<file path="src/rtl/shift_arbiter.sv">
// Two-requester front end for the shared 32-bit barrel shifter: arbitrate, issue, capture, return.
// Define SHIFT_ARB_RR_EN for round-robin tie breaking; otherwise requester 0 always wins a tie.
module shift_arbiter (
    input  logic        clk,
    input  logic        rst_n,

    input  logic        req0_valid,
    output logic        req0_ready,
    input  logic [4:0]  req0_sh,
    input  logic [31:0] req0_rt,
    input  logic [31:0] req0_rs,
    input  logic        req0_RegImm,
    input  logic        req0_leftRight,
    input  logic        req0_AL,

    input  logic        req1_valid,
    output logic        req1_ready,
    input  logic [4:0]  req1_sh,
    input  logic [31:0] req1_rt,
    input  logic [31:0] req1_rs,
    input  logic        req1_RegImm,
    input  logic        req1_leftRight,
    input  logic        req1_AL,

    output logic        rsp0_valid,
    input  logic        rsp0_ready,
    output logic [31:0] rsp0_data,

    output logic        rsp1_valid,
    input  logic        rsp1_ready,
    output logic [31:0] rsp1_data,

    output logic [4:0]  sh_sh,
    output logic [31:0] sh_rt,
    output logic [31:0] sh_rs,
    output logic        sh_RegImm,
    output logic        sh_leftRight,
    output logic        sh_AL,
    input  logic [31:0] sh_out
);

    typedef struct packed {
        logic [4:0]  sh;
        logic [31:0] rt;
        logic [31:0] rs;
        logic        reg_imm;
        logic        left_right;
        logic        al;
    } op_t;

    logic [1:0]  req_valid_v;
    logic [1:0]  req_ready_v;
    logic [1:0]  rsp_ready_v;
    logic [1:0]  rsp_valid_v;
    op_t         req_op [2];

    logic        iss_valid_q, iss_valid_d;
    logic        iss_id_q,    iss_id_d;
    op_t         iss_op_q,    iss_op_d;

    logic        res_valid_q, res_valid_d;
    logic        res_id_q,    res_id_d;
    logic [31:0] res_data_q,  res_data_d;

    logic        winner;
    logic        tie_winner;
    logic        accept;
    logic        res_take;
    logic        res_done;
    logic        iss_free;

    assign req_valid_v = {req1_valid, req0_valid};
    assign rsp_ready_v = {rsp1_ready, rsp0_ready};

    assign req_op[0] = {req0_sh, req0_rt, req0_rs, req0_RegImm, req0_leftRight, req0_AL};
    assign req_op[1] = {req1_sh, req1_rt, req1_rs, req1_RegImm, req1_leftRight, req1_AL};

    // The result register frees up in the same edge its owner consumes it, so a full pipe still streams.
    assign res_done = res_valid_q && rsp_ready_v[res_id_q];
    assign res_take = iss_valid_q && (!res_valid_q || rsp_ready_v[res_id_q]);
    assign iss_free = !iss_valid_q || res_take;

`ifdef SHIFT_ARB_RR_EN
    logic ptr_q, ptr_d;

    always_comb begin
        ptr_d = ptr_q;
        if (accept) begin
            ptr_d = ~winner;
        end
    end

    always_ff @(posedge clk or negedge rst_n) begin
        if (!rst_n) begin
            ptr_q <= 1'b0;
        end else begin
            ptr_q <= ptr_d;
        end
    end

    assign tie_winner = ptr_q;
`else
    assign tie_winner = 1'b0;
`endif

    always_comb begin
        winner = 1'b0;
        if (req_valid_v == 2'b11) begin
            winner = tie_winner;
        end else if (req_valid_v[1]) begin
            winner = 1'b1;
        end
    end

    genvar gi;
    generate
        for (gi = 0; gi < 2; gi++) begin : g_port
            assign req_ready_v[gi] = rst_n && iss_free && (winner == 1'(gi));
            assign rsp_valid_v[gi] = res_valid_q && (res_id_q == 1'(gi));
        end
    endgenerate

    assign accept = |(req_valid_v & req_ready_v);

    always_comb begin
        iss_valid_d = iss_valid_q;
        iss_id_d    = iss_id_q;
        iss_op_d    = iss_op_q;
        if (accept) begin
            iss_valid_d = 1'b1;
            iss_id_d    = winner;
            iss_op_d    = req_op[winner];
        end else if (res_take) begin
            iss_valid_d = 1'b0;
        end
    end

    always_comb begin
        res_valid_d = res_valid_q;
        res_id_d    = res_id_q;
        res_data_d  = res_data_q;
        if (res_take) begin
            res_valid_d = 1'b1;
            res_id_d    = iss_id_q;
            res_data_d  = sh_out;
        end else if (res_done) begin
            res_valid_d = 1'b0;
        end
    end

    always_ff @(posedge clk or negedge rst_n) begin
        if (!rst_n) begin
            iss_valid_q <= 1'b0;
            iss_id_q    <= 1'b0;
            iss_op_q    <= '0;
            res_valid_q <= 1'b0;
            res_id_q    <= 1'b0;
            res_data_q  <= '0;
        end else begin
            iss_valid_q <= iss_valid_d;
            iss_id_q    <= iss_id_d;
            iss_op_q    <= iss_op_d;
            res_valid_q <= res_valid_d;
            res_id_q    <= res_id_d;
            res_data_q  <= res_data_d;
        end
    end

    assign req0_ready   = req_ready_v[0];
    assign req1_ready   = req_ready_v[1];
    assign rsp0_valid   = rsp_valid_v[0];
    assign rsp1_valid   = rsp_valid_v[1];
    assign rsp0_data    = res_data_q;
    assign rsp1_data    = res_data_q;

    assign sh_sh        = iss_op_q.sh;
    assign sh_rt        = iss_op_q.rt;
    assign sh_rs        = iss_op_q.rs;
    assign sh_RegImm    = iss_op_q.reg_imm;
    assign sh_leftRight = iss_op_q.left_right;
    assign sh_AL        = iss_op_q.al;

endmodule
</file>
<file path="config.mk">
export PLATFORM = sky130hd
export DESIGN_NAME = shift_arbiter
export DESIGN_NICKNAME = d
export VERILOG_FILES = /design/src/rtl/shift_arbiter.sv
export SDC_FILE = /design/constraint.sdc
export NUM_CORES = 1
export LEC_CHECK = 0
export BUFFER_PORTS_ARGS = -buffer_cell sky130_fd_sc_hd__clkbuf_2
export CORE_AREA = 2 2 126 128
export CTS_CLUSTER_DIAMETER = 150
export DETAILED_ROUTE_END_ITERATION = 6
export DIE_AREA = 0 0 128 130
export GPL_TIMING_DRIVEN = 0
export PLACE_DENSITY = 0.74
export SLEW_MARGIN = 40
export SYNTH_ARGS = -nofsm -noshare
export SYNTH_HDL_FRONTEND = slang
export SYNTH_SLANG_ARGS = --single-unit
export TNS_END_PERCENT = 100
</file>
<file path="constraint.sdc">
create_clock -name clk -period 4.9 [get_ports clk]
set_input_delay 0.98 -clock clk [delete_from_list [all_inputs] [get_ports clk]]
set_output_delay 0.98 -clock clk [all_outputs]
set_load 0.01 [all_outputs]
</file>
* After elaboration in Yosys (flattened, before gate mapping) *
Cells that the tools add are included.

storage, ports and cells
  register bits after elaboration = 108
  input port bits = 182
  output and inout bits = 140
  word-level logic and storage cells = 43

operators by class
  order comparisons = 2
  equality and inequality tests = 1
  multiplexer cells = 11
  bitwise logic cells = 4
  reductions and logical operators = 14

operator list
  operator                                                   count
  two-way mux 72 bit                                         3
  two-way mux 1 bit                                          8
  logical AND 1 bit                                          7
  nonzero test 2 bit                                         2
  AND 2 bit                                                  1
  == test 2 bit (second input constant)                      1
  greater-or-equal comparator 2 bit (second input constant)  1
  zero test 1 bit                                            2
  logical OR 1 bit                                           2
  < comparator 1 x 2 -> 1 bit (second input constant)        1
  NOT 1 bit                                                  2
  NOT 1 -> 2 bit                                             1
  OR reduction 2 bit                                         1

* Logic depth before layout (Yosys ltp) *
Gate-level depths: netlist (run 1).

  depth after elaboration = 10
  mapped depth = 5
  depth with buffers taken out = 3

* Worst setup path after synthesis (run 1) *
No wires, ideal clock.

  path kind = input to output
  start point = input port req0_valid
  end point = output port req0_ready
  data arrival time = 1726 ps
  slack = 2194 ps
  stages = 4
  path buffers = 2
  path through = nand2b_1 -> buf_2 -> clkbuf_1 -> and2_1

on the way
  word-level cells in the longest chain between the ends = 4

RTL lines
  element             line  source
  start: declaration  7     input logic req0_valid,
  == test 2 bit       108   if (req_valid_v == 2'b11) begin
  two-way mux 1 bit   108
  NOT 1 bit           118   assign req_ready_v[gi] = rst_n && iss_free && (winner == 1'(gi));
  logical AND 1 bit   118
  end: declaration    8     output logic req0_ready,

No other way between the ends.

* Worst setup path after layout (run 1) *
  start point = input port rst_n
  end point = output port req1_ready

on the way
  word-level cells in the longest chain between the ends = 2

RTL lines
  element                         line  source
  start: declaration              5     input logic rst_n,
  logical AND 1 bit (2 in a row)  118
  end: declaration                17    output logic req1_ready,

No other way between the ends.

==> flow_summary_export.csv, run 1 <==
group,metric,value,unit
floorplanning,die_area,16600,µm²
placement,gp_congestion,0.774,
finish,area_growth,46.5,%
sta,hold_violations,0,
routing,postRouteAntennaNets,0,
sta,max_freq,281,MHz
floorplanning,start_util,0.305,
setup_path,slowest_delay,0.36,ns
synthesis,yosysTopAreaCell,"dfrtp_1",
power_and_ir_drop,peakVddDrop,0.000204,V
grt,grt-ovfl-total,0,
power_and_ir_drop,power-per-cell-area,526,nW/µm²
synthesis,synthesis.nets,550,
routing,vias_per_cell,4.88,
routing,drt_wl_total,14.4,mm
placement,io_buffers,321,
setup_path,worst_setup_path_start_kind,"input pin",
setup_path,path_cells,"clkbuf_8 > buf_16 > a21boi_1 > buf_2 > nor2b_1 > clkbuf_2",
synthesis,synthSimpleGateAreaFrac,0.0106,
synthesis,synth.most_common_cell,"dfrtp_1",
synthesis,synthAdderAreaFrac,0,
routing,wl_per_cell,16.1,µm
setup_path,crit_start,"rst_n",
floorplanning,rows,46,
sta,fin_crit_sh,0.726,
floorplanning,die_y,130,µm
clock_tree,cts_buffers,9,
synthesis,yosys_warnings,0,
placement,hpwl,11.4,mm
synthesis,async_reset_ff_frac,1.00,
setup_path,path_class,"in -> out",
setup_path,crit_required,3.92,ns
sta,post-route-min-period,3.56,ns
synthesis,synth_compound_area_frac,0.244,
synthesis,synth_mux_area_frac,0.0836,
setup_path,slowest_stage,"clkbuf_8",
routing,post-route-drc-count,0,
worst_hold_path,min_path_type,"reg -> reg",
finish,fillers,1495,
synthesis,ys.flop_type,"dfrtp_1",
status,status,"finished clean",
job,max_cap_violations,0,
synthesis,synthTopCellsByCount,"dfrtp_1, a2bb2oi_1, o22ai_1",
floorplanning,die_x,128,µm
placement,post_dp_cell_area,6600,µm²
finish,fin_nets,883,
clock_tree,clock_path_buffers,2,
sta,slew_headroom,0.637,
grt,grt_max_degree,61,
setup_path,arrival,2.58,ns
sta,setup_violations,0,
sta,fin_setup_tns,0,ns
synthesis,synth_top_family_by_area,"compound AO/OA/AOI/OAI gates",
synthesis,ys_seq_elements,108,
floorplanning,pin_count,322,
synthesis,syn_inst,368,
synthesis,ys_seq_area_frac,0.574,
grt,grt_pass1_vias,4120,
setup_path,rr_startpoint,"res_id_q$_DFFE_PN0P_",
synthesis,synth-edff-count,0,
clock_tree,cts_resized,0,
floorplanning,core,15400,µm²
setup_path,cp-end-kind,"output pin",
routing,drtIter0Drc,115,
finish,antenna_cells,0,
grt,grt_pass1_wl,21.4,mm
routing,num_vias,4378,
clock_tree,clkLatencyLatePin,0.34,ns
finish,post-route-util,0.448,
finish,multi_input_area,1590,µm²
grt,track_usage,0.167,
finish,stdcell_area,6900,µm²
synthesis,postSynthAreaPerCell,12.8,µm²
clock_tree,clockRootBuffer,"clkbuf_16",
clock_tree,clkSlewWorstSetupHoldPaths,0.07,ns
sta,maxSlewViolCount,0,
grt,antenna_found_initial,0,
sta,grt_setup_unrepaired,"no",
synthesis,synth_xor_area_frac,0,
finish,drive_gt1_frac,0.600,
clock_tree,cts_tree,"done",
setup_path,critPathMaxFanout,60,
clock_tree,cts_max_level,3,
routing,first_pass_iters,4,
synthesis,synth_top_area_share,0.574,
clock_tree,cts.sinks,108,
finish,seqCellArea,2700,µm²
clock_tree,postCtsSetupRepairBufs,0,
clock_tree,hold_buffers,0,
worst_hold_path,worstHoldStart,"iss_valid_q$_DFFE_PN0P_",
power_and_ir_drop,leakage,3.45,nW
sta,tightestPinTransition,0.544,ns
synthesis,ys_types,22,
sta,fin_skew,0.00612,ns
synthesis,synth_area,4710,µm²
synthesis,synthTopCellsByArea,"dfrtp_1, a2bb2oi_1, o22ai_1",
power_and_ir_drop,power,0.00363,W
-- stage by stage --
step,hold slack (ns),setup slack (ns),instances
final,0.483,1.34,897
after global routing,0.499,1.05,897
after CTS,0.490,1.24,897
after detailed placement,0.473,1.25,882
after global placement,0.452,-0.0958,881
after floorplan,0.444,2.19,368
-- path summary, 6_finish.rpt --
kind	slack (ns)	depth (start not counted)	end
min	0.48	1	res_valid_q$_DFFE_PN0P_
max in group asynchronous	3.69	2	sh_rt[3]$_DFFE_PN0P_
max	1.34	6	req1_ready
max reg2reg	3.14	5	sh_rt[10]$_DFFE_PN0P_
min reg2reg	0.48	1	res_valid_q$_DFFE_PN0P_
min in group asynchronous	0.57	1	rsp0_data[31]$_DFFE_PN0P_
-- metal layers --
| layer | track usage | wire (µm) | up-vias |
|---|---|---|---|
| met5 | 0 | 0 | - |
| met4 | 0.0730 | 351 | 0 |
| met3 | 0.0349 | 922 | 25 |
| met2 | 0.290 | 7200 | 213 |
| met1 | 0.201 | 5960 | 2083 |
| li1 | - | - | 2057 |
-- cell type report --
cell class | instances | share of cell area
flip-flops and latches | 108 | 0.392
repair buffers | 322 | 0.238
multi-input cells | 194 | 0.231
plain buffers | 65 | 0.0596
well taps | 192 | 0.0348
clock buffers | 11 | 0.0337
clock inverters | 4 | 0.0109
inverters | 1 | 0.000544
-- registers in the layout, summed over array words and instances, names as in the netlist --
name          count
iss_id_q          1
iss_valid_q       1
res_id_q          1
res_valid_q       1
rsp0_data        32
sh_AL             1
sh_RegImm         1
sh_leftRight      1
sh_rs            32
sh_rt            32
sh_sh             5
-- power by group --
part           total (W)  switching [W]  internal, W
Combinational    0.00148       0.000671     0.000808
Sequential       0.00139       0.000209      0.00118
Clock           0.000759       0.000313     0.000446
Total            0.00363        0.00119      0.00243
-- worst max-delay path: cells and delay by family --
| family | cells | cell delay [ns] |
|---|---|---|
| buffers and inverters | 4 | 1.12 |
| and+or+nand+nor | 1 | 0.17 |
| AOI/OAI and AO/OA | 1 | 0.28 |
-- layout by cell type, fill, tap and decap left out --
| master | instances |
|---|---|
| clkbuf_2 | 320 |
| dfrtp_1 | 108 |
| a2bb2oi_1 | 73 |
| o22ai_1 | 72 |
| buf_4 | 33 |
| mux2_2 | 33 |
| clkbuf_1 | 16 |
| buf_2 | 15 |
| clkbuf_16 | 9 |
| and2_1 | 3 |
| nand2_1 | 3 |
| buf_6 | 2 |
| clkbuf_8 | 2 |
| bufinv_16 | 2 |
| clkinvlp_4 | 2 |
| nand2b_1 | 1 |
| mux2i_4 | 1 |
| a21boi_1 | 1 |
| nor2b_1 | 1 |
| and2b_1 | 1 |
| o21ai_0 | 1 |
| a21oi_4 | 1 |
| inv_2 | 1 |
| a21boi_4 | 1 |
| a21oi_1 | 1 |
| a21o_1 | 1 |
| buf_16 | 1 |
-- logic make-up (layout without fill, tap and decap cells) --
family | after synthesis | in the layout
AO/OA/AOI/OAI | 151 | 151
flip-flops | 108 | 108
multiplexers | 34 | 34
AND/OR/NAND/NOR | 9 | 9
buffers and inverters | 66 | 403
Note: power is estimated with default switching activity, not from simulation.
==> run 2, diff against run 1 <==
Settings changed: CORE_AREA 2 2 126 128 to 2 2 125 127, DIE_AREA 0 0 128 130 to 0 0 127 129, PLACE_DENSITY 0.74 to 0.77.
Clock period 4.9 ns to 2.85 ns, I/O delays scaled along.
==> run 2 against run 1 <==
Net effect:
- first-iteration DRC count down 18%
- critical path type is now reg -> out
- worst hold slack got worse by 0.31 ns
- largest power group unchanged
- flip-flop and latch count is the same
- routed wire length fell by 4.0%
- count of clock-buffer cells in the layout fell by 1
- die area shrank 1.5%
- largest cell class unchanged
==> flow_summary_export.csv, run 2 (same netlist as run 1, synthesis figures left out) <==
group,metric,value,unit
setup_path,crit_start,"res_valid_q$_DFFE_PN0P_",
routing,first_pass_iters,4,
finish,instances_no_fill,894,
clock_tree,cts.sinks,108,
setup_path,slowest_delay,0.45,ns
placement,pre_cts_slack,0.361,ns
power_and_ir_drop,peakVddDrop,0.000356,V
clock_tree,cts_max_level,3,
power_and_ir_drop,pwr-share-seq,0.389,
setup_path,rr_startpoint,"res_valid_q$_DFFE_PN0P_",
finish,mostFrequentLayoutCells,"clkbuf_2, dfrtp_1, a2bb2oi_1",
grt,grt-ovfl-total,0,
routing,num_vias,4346,
setup_path,critPathMaxFanout,10,
sta,tightestPinTransition,0.517,ns
setup_path,arrival,1.91,ns
placement,gp_congestion,0.792,
sta,maxSlewViolCount,0,
grt,grt_pass1_vias,4066,
grt,antenna_found_initial,0,
power_and_ir_drop,power,0.00611,W
clock_tree,clockRootBuffer,"clkbuf_16",
grt,grt_max_degree,57,
routing,post-route-drc-count,0,
floorplanning,rows,45,
placement,place_inst,878,
job,max_cap_violations,0,
finish,drive_gt1_frac,0.603,
status,status,"finished clean",
finish,antenna_cells,0,
sta,setup_slack,0.365,ns
sta,fin_crit_sh,0.872,
clock_tree,postCtsSetupRepairBufs,0,
clock_tree,clkSlewWorstSetupHoldPaths,0.07,ns
finish,multi_input_area,1590,µm²
worst_hold_path,min_path_type,"in -> async",
finish,area_growth,45.9,%
floorplanning,start_util,0.315,
clock_tree,hold_buffers,0,
routing,drt_wl_total,13.9,mm
sta,setup_violations,0,
sta,fin_skew,0.00810,ns
sta,max_freq,402,MHz
power_and_ir_drop,swShare,0.338,
power_and_ir_drop,power-per-cell-area,889,nW/µm²
finish,fillers,1433,
clock_tree,cts_resized,0,
placement,io_buffers,321,
floorplanning,pin_count,322,
setup_path,cp-end-kind,"output pin",
routing,postRouteAntennaNets,0,
floorplanning,die_area,16400,µm²
clock_tree,cts_tree,"done",
clock_tree,cts_buffers,9,
routing,drtIter0Drc,94,
power_and_ir_drop,power.switching,0.00207,W
sta,hold_violations,0,
setup_path,cp.depth,5,
power_and_ir_drop,pwr-share-clk,0.195,
setup_path,worst_setup_path_start_kind,"flip-flop",
clock_tree,clock_path_buffers,2,
clock_tree,clkLatencyLatePin,0.34,ns
sta,slew_headroom,0.655,
finish,seqCellArea,2700,µm²
floorplanning,die_y,129,µm
floorplanning,core,15000,µm²
finish,fin_nets,883,
floorplanning,die_x,127,µm
setup_path,crit_required,2.28,ns
power_and_ir_drop,cell_internal_pwr,0.00404,W
power_and_ir_drop,leakage,3.46,nW
setup_path,reg2reg_depth,5,
routing,wl_per_cell,15.5,µm
grt,track_usage,0.165,
power_and_ir_drop,combPwrFrac,0.416,
setup_path,path_cells,"and2_1 > a21boi_1 > buf_2 > nor2b_1 > clkbuf_2",
sta,grt_setup_unrepaired,"no",
finish,final_common_cell,"clkbuf_2",
setup_path,slowest_stage,"dfrtp_1",
finish,post-route-util,0.459,
grt,grt_pass1_wl,21.0,mm
placement,hpwl,10.9,mm
setup_path,cpLargestDelayFamily,"buffers and inverters",
sta,post-route-min-period,2.48,ns
setup_path,path_class,"reg -> out",
routing,vias_per_cell,4.86,
setup_path,cp_num_buf_inv,2,
[run 2: final timing paths]
path	end	slack, ns
worst max register to register	sh_rs[21]$_DFFE_PN0P_	1.05
worst min register to register	res_valid_q$_DFFE_PN0P_	0.48
max in group asynchronous	sh_rt[15]$_DFFE_PN0P_	2.05
worst min-delay path	rsp0_data[1]$_DFFE_PN0P_	0.17
min in group clk	iss_id_q$_DFFE_PN0P_	0.45
worst max-delay path	req1_ready	0.37
[run 2: power groups by stage]
stage | Clock [W] | Combinational, W | Sequential [W]
after global placement | 0 | 0.00253 | 0.00239
after global routing | 0.00130 | 0.00274 | 0.00245
after detailed placement | 0 | 0.00258 | 0.00240
final | 0.00119 | 0.00254 | 0.00238
after CTS | 0.00124 | 0.00258 | 0.00238
after floorplan | 0 | 0.00126 | 0.00258
[run 2: cell type report]
| cell class | instances | share of cell area |
|---|---|---|
| flip-flops and latches | 108 | 0.393 |
| repair buffers | 322 | 0.239 |
| multi-input cells | 194 | 0.232 |
| plain buffers | 65 | 0.0599 |
| clock buffers | 10 | 0.0348 |
| well taps | 188 | 0.0342 |
| clock inverters | 6 | 0.00655 |
| inverters | 1 | 0.000546 |
[run 2: per-layer routing]
| layer | routed length, µm | global-route usage | vias to the layer above |
|---|---|---|---|
| met4 | 200 | 0.0588 | 0 |
| met1 | 5640 | 0.198 | 2057 |
| met5 | 0 | 0 | - |
| li1 | - | - | 2069 |
| met2 | 7060 | 0.291 | 207 |
| met3 | 953 | 0.0387 | 13 |
[run 2: through the flow]
step	instance area (µm²)	TNS (ns)	hold WS, ns
after floorplan	4710	0	0.274
after global placement	6550	-149.46	0.459
after detailed placement	6590	0	0.468
after CTS	6870	0	0.173
after global routing	6870	0	0.188
final	6870	0	0.172
==> run 3, diff against run 2 <==
Settings changed: PLACE_DENSITY 0.77 to 0.71.
==> run 3 against run 2 <==
Net effect:
- core utilization increased by 0.21 points
- worst hold slack got worse by 0.066 ns
- clock power about the same
- power decreased by 0.10%
- first-iteration DRC count up 64%
- setup slack got worse by 0.11 ns
- cell area rose by 0.46%
- die area did not move
- fmax decreased by 4.2%
- final cell count stayed put
- clock skew shrank 0.0037 ns
- highest routed layer unchanged
==> flow_summary_export.csv, run 3 (same netlist as run 1, synthesis figures left out) <==
group,metric,value,unit
clock_tree,postCtsSetupRepairBufs,0,
grt,track_usage,0.173,
setup_path,worst_setup_path_start_kind,"input pin",
floorplanning,die_x,127,µm
finish,drive_gt1_frac,0.602,
routing,first_pass_iters,4,
sta,fin_crit_sh,0.910,
routing,vias_per_cell,4.85,
sta,hold_slack,0.106,ns
finish,fillers,1437,
setup_path,path_cells,"clkbuf_16 > buf_16 > a21boi_1 > buf_2 > nor2b_1 > clkbuf_2",
routing,postRouteAntennaNets,0,
sta,hold_violations,0,
finish,antenna_cells,0,
clock_tree,clkSlewWorstSetupHoldPaths,0.07,ns
sta,post-route-min-period,2.59,ns
setup_path,path_class,"in -> out",
power_and_ir_drop,power-per-cell-area,884,nW/µm²
setup_path,critPathMaxFanout,53,
clock_tree,cts_buffers,9,
status,status,"finished clean",
placement,io_buffers,321,
finish,area_growth,46.5,%
routing,num_vias,4339,
clock_tree,cts.sinks,108,
clock_tree,cts_max_level,3,
routing,drtIter0Drc,154,
grt,grt_pass1_wl,21.8,mm
grt,grt_pass1_vias,4160,
setup_path,slowest_stage,"buf_2",
floorplanning,core,15000,µm²
clock_tree,clkLatencyLatePin,0.34,ns
sta,setup_violations,0,
floorplanning,die_area,16400,µm²
sta,slew_headroom,0.580,
floorplanning,start_util,0.315,
sta,maxSlewViolCount,0,
floorplanning,rows,45,
clock_tree,clockRootBuffer,"clkbuf_16",
worst_hold_path,min_path_type,"in -> async",
sta,max_freq,386,MHz
floorplanning,die_y,129,µm
setup_path,arrival,2.02,ns
clock_tree,clock_path_buffers,2,
finish,final_common_cell,"clkbuf_2",
clock_tree,hold_buffers,0,
sta,grt_setup_unrepaired,"no",
finish,fin_nets,884,
sta,fin_skew,0.00443,ns
placement,gp_congestion,0.822,
placement,hpwl,11.5,mm
grt,grt-ovfl-total,0,
setup_path,cp_num_buf_inv,4,
floorplanning,pin_count,322,
setup_path,slowest_delay,0.32,ns
power_and_ir_drop,peakVddDrop,0.000296,V
grt,antenna_found_initial,0,
sta,tightestPinTransition,0.630,ns
power_and_ir_drop,leakage,3.46,nW
setup_path,crit_required,2.28,ns
clock_tree,cts_tree,"done",
routing,post-route-drc-count,0,
sta,fin_setup_tns,0,ns
finish,mostFrequentLayoutCells,"clkbuf_2, dfrtp_1, a2bb2oi_1",
setup_path,cp-end-kind,"output pin",
grt,grt_max_degree,61,
routing,drt_wl_total,14.8,mm
job,max_cap_violations,0,
setup_path,cpLargestDelayFamily,"buffers and inverters",
routing,wl_per_cell,16.5,µm
[run 3: cell types whose count changed in the layout (fill, tap and decap cells not counted)]
cell,delta
clkbuf_16,+2
clkbuf_1,+1
clkinv_4,-1
inv_6,-3
clkinv_2,-2
clkinvlp_4,+3
[run 3: layout make-up]
class                   instances  area [µm²]  area share
clock buffers                  12         256      0.0371
well taps                     188         235      0.0341
plain buffers                  65         412      0.0596
inverters                       1        3.75    0.000544
clock inverters                 3        22.5     0.00326
multi-input cells             194        1590       0.231
flip-flops and latches        108        2700       0.391
repair buffers                323        1680       0.243
[run 3: worst paths after layout]
kind / from / end / slack [ns] / cells after the start
min in group clk: sh_out[10] / rsp0_data[10]$_DFFE_PN0P_ / 0.46 / 2
max: rst_n / req1_ready / 0.26 / 6
max reg2reg: res_id_q$_DFFE_PN0P_ / sh_rs[8]$_DFFE_PN0P_ / 1.05 / 5
min reg2reg: iss_valid_q$_DFFE_PN0P_ / res_valid_q$_DFFE_PN0P_ / 0.47 / 1
max in group asynchronous: rst_n / rsp0_data[17]$_DFFE_PN0P_ / 2.27 / 2
min: rst_n / rsp0_data[15]$_DFFE_PN0P_ / 0.11 / 1
[run 3: power by group]
group          internal (W)  leakage, nW  switching (W)  total [W]
clock              0.000636        0.127       0.000530    0.00117
sequential          0.00203         1.20       0.000345    0.00238
combinational       0.00139         2.13        0.00117    0.00256
total               0.00406         3.46        0.00204    0.00610
[run 3: metrics by stage]
step | total power [W] | std cells | area, µm² | setup slack [ns] | util
5_1_grt | 0.00647 | 894 | 6910 | 0.110 | 0.461
6_report | 0.00610 | 894 | 6910 | 0.257 | 0.461
4_1_cts | 0.00619 | 893 | 6880 | 0.0971 | 0.459
3_5_place_dp | 0.00499 | 878 | 6590 | -0.0290 | 0.440
3_3_place_gp | 0.00494 | 877 | 6550 | -1.62 | 0.438
2_1_floorplan | 0.00385 | 368 | 4710 | 0.964 | -
[run 3: repair_timing]
item                       in CTS  in global routing
pin swaps                       0                  0
gates resized for setup         1                  0
gates cloned                    0                  1
setup endpoints to repair       2                  1
[run 3: metal layers]
metal,track usage,vias up,routed length [µm],share of wire
li1,-,2059,-,-
met1,0.217,2039,6230,0.42
met2,0.294,217,7240,0.49
met3,0.0349,24,963,0.065
met4,0.0730,0,327,0.022
met5,0,-,0,0
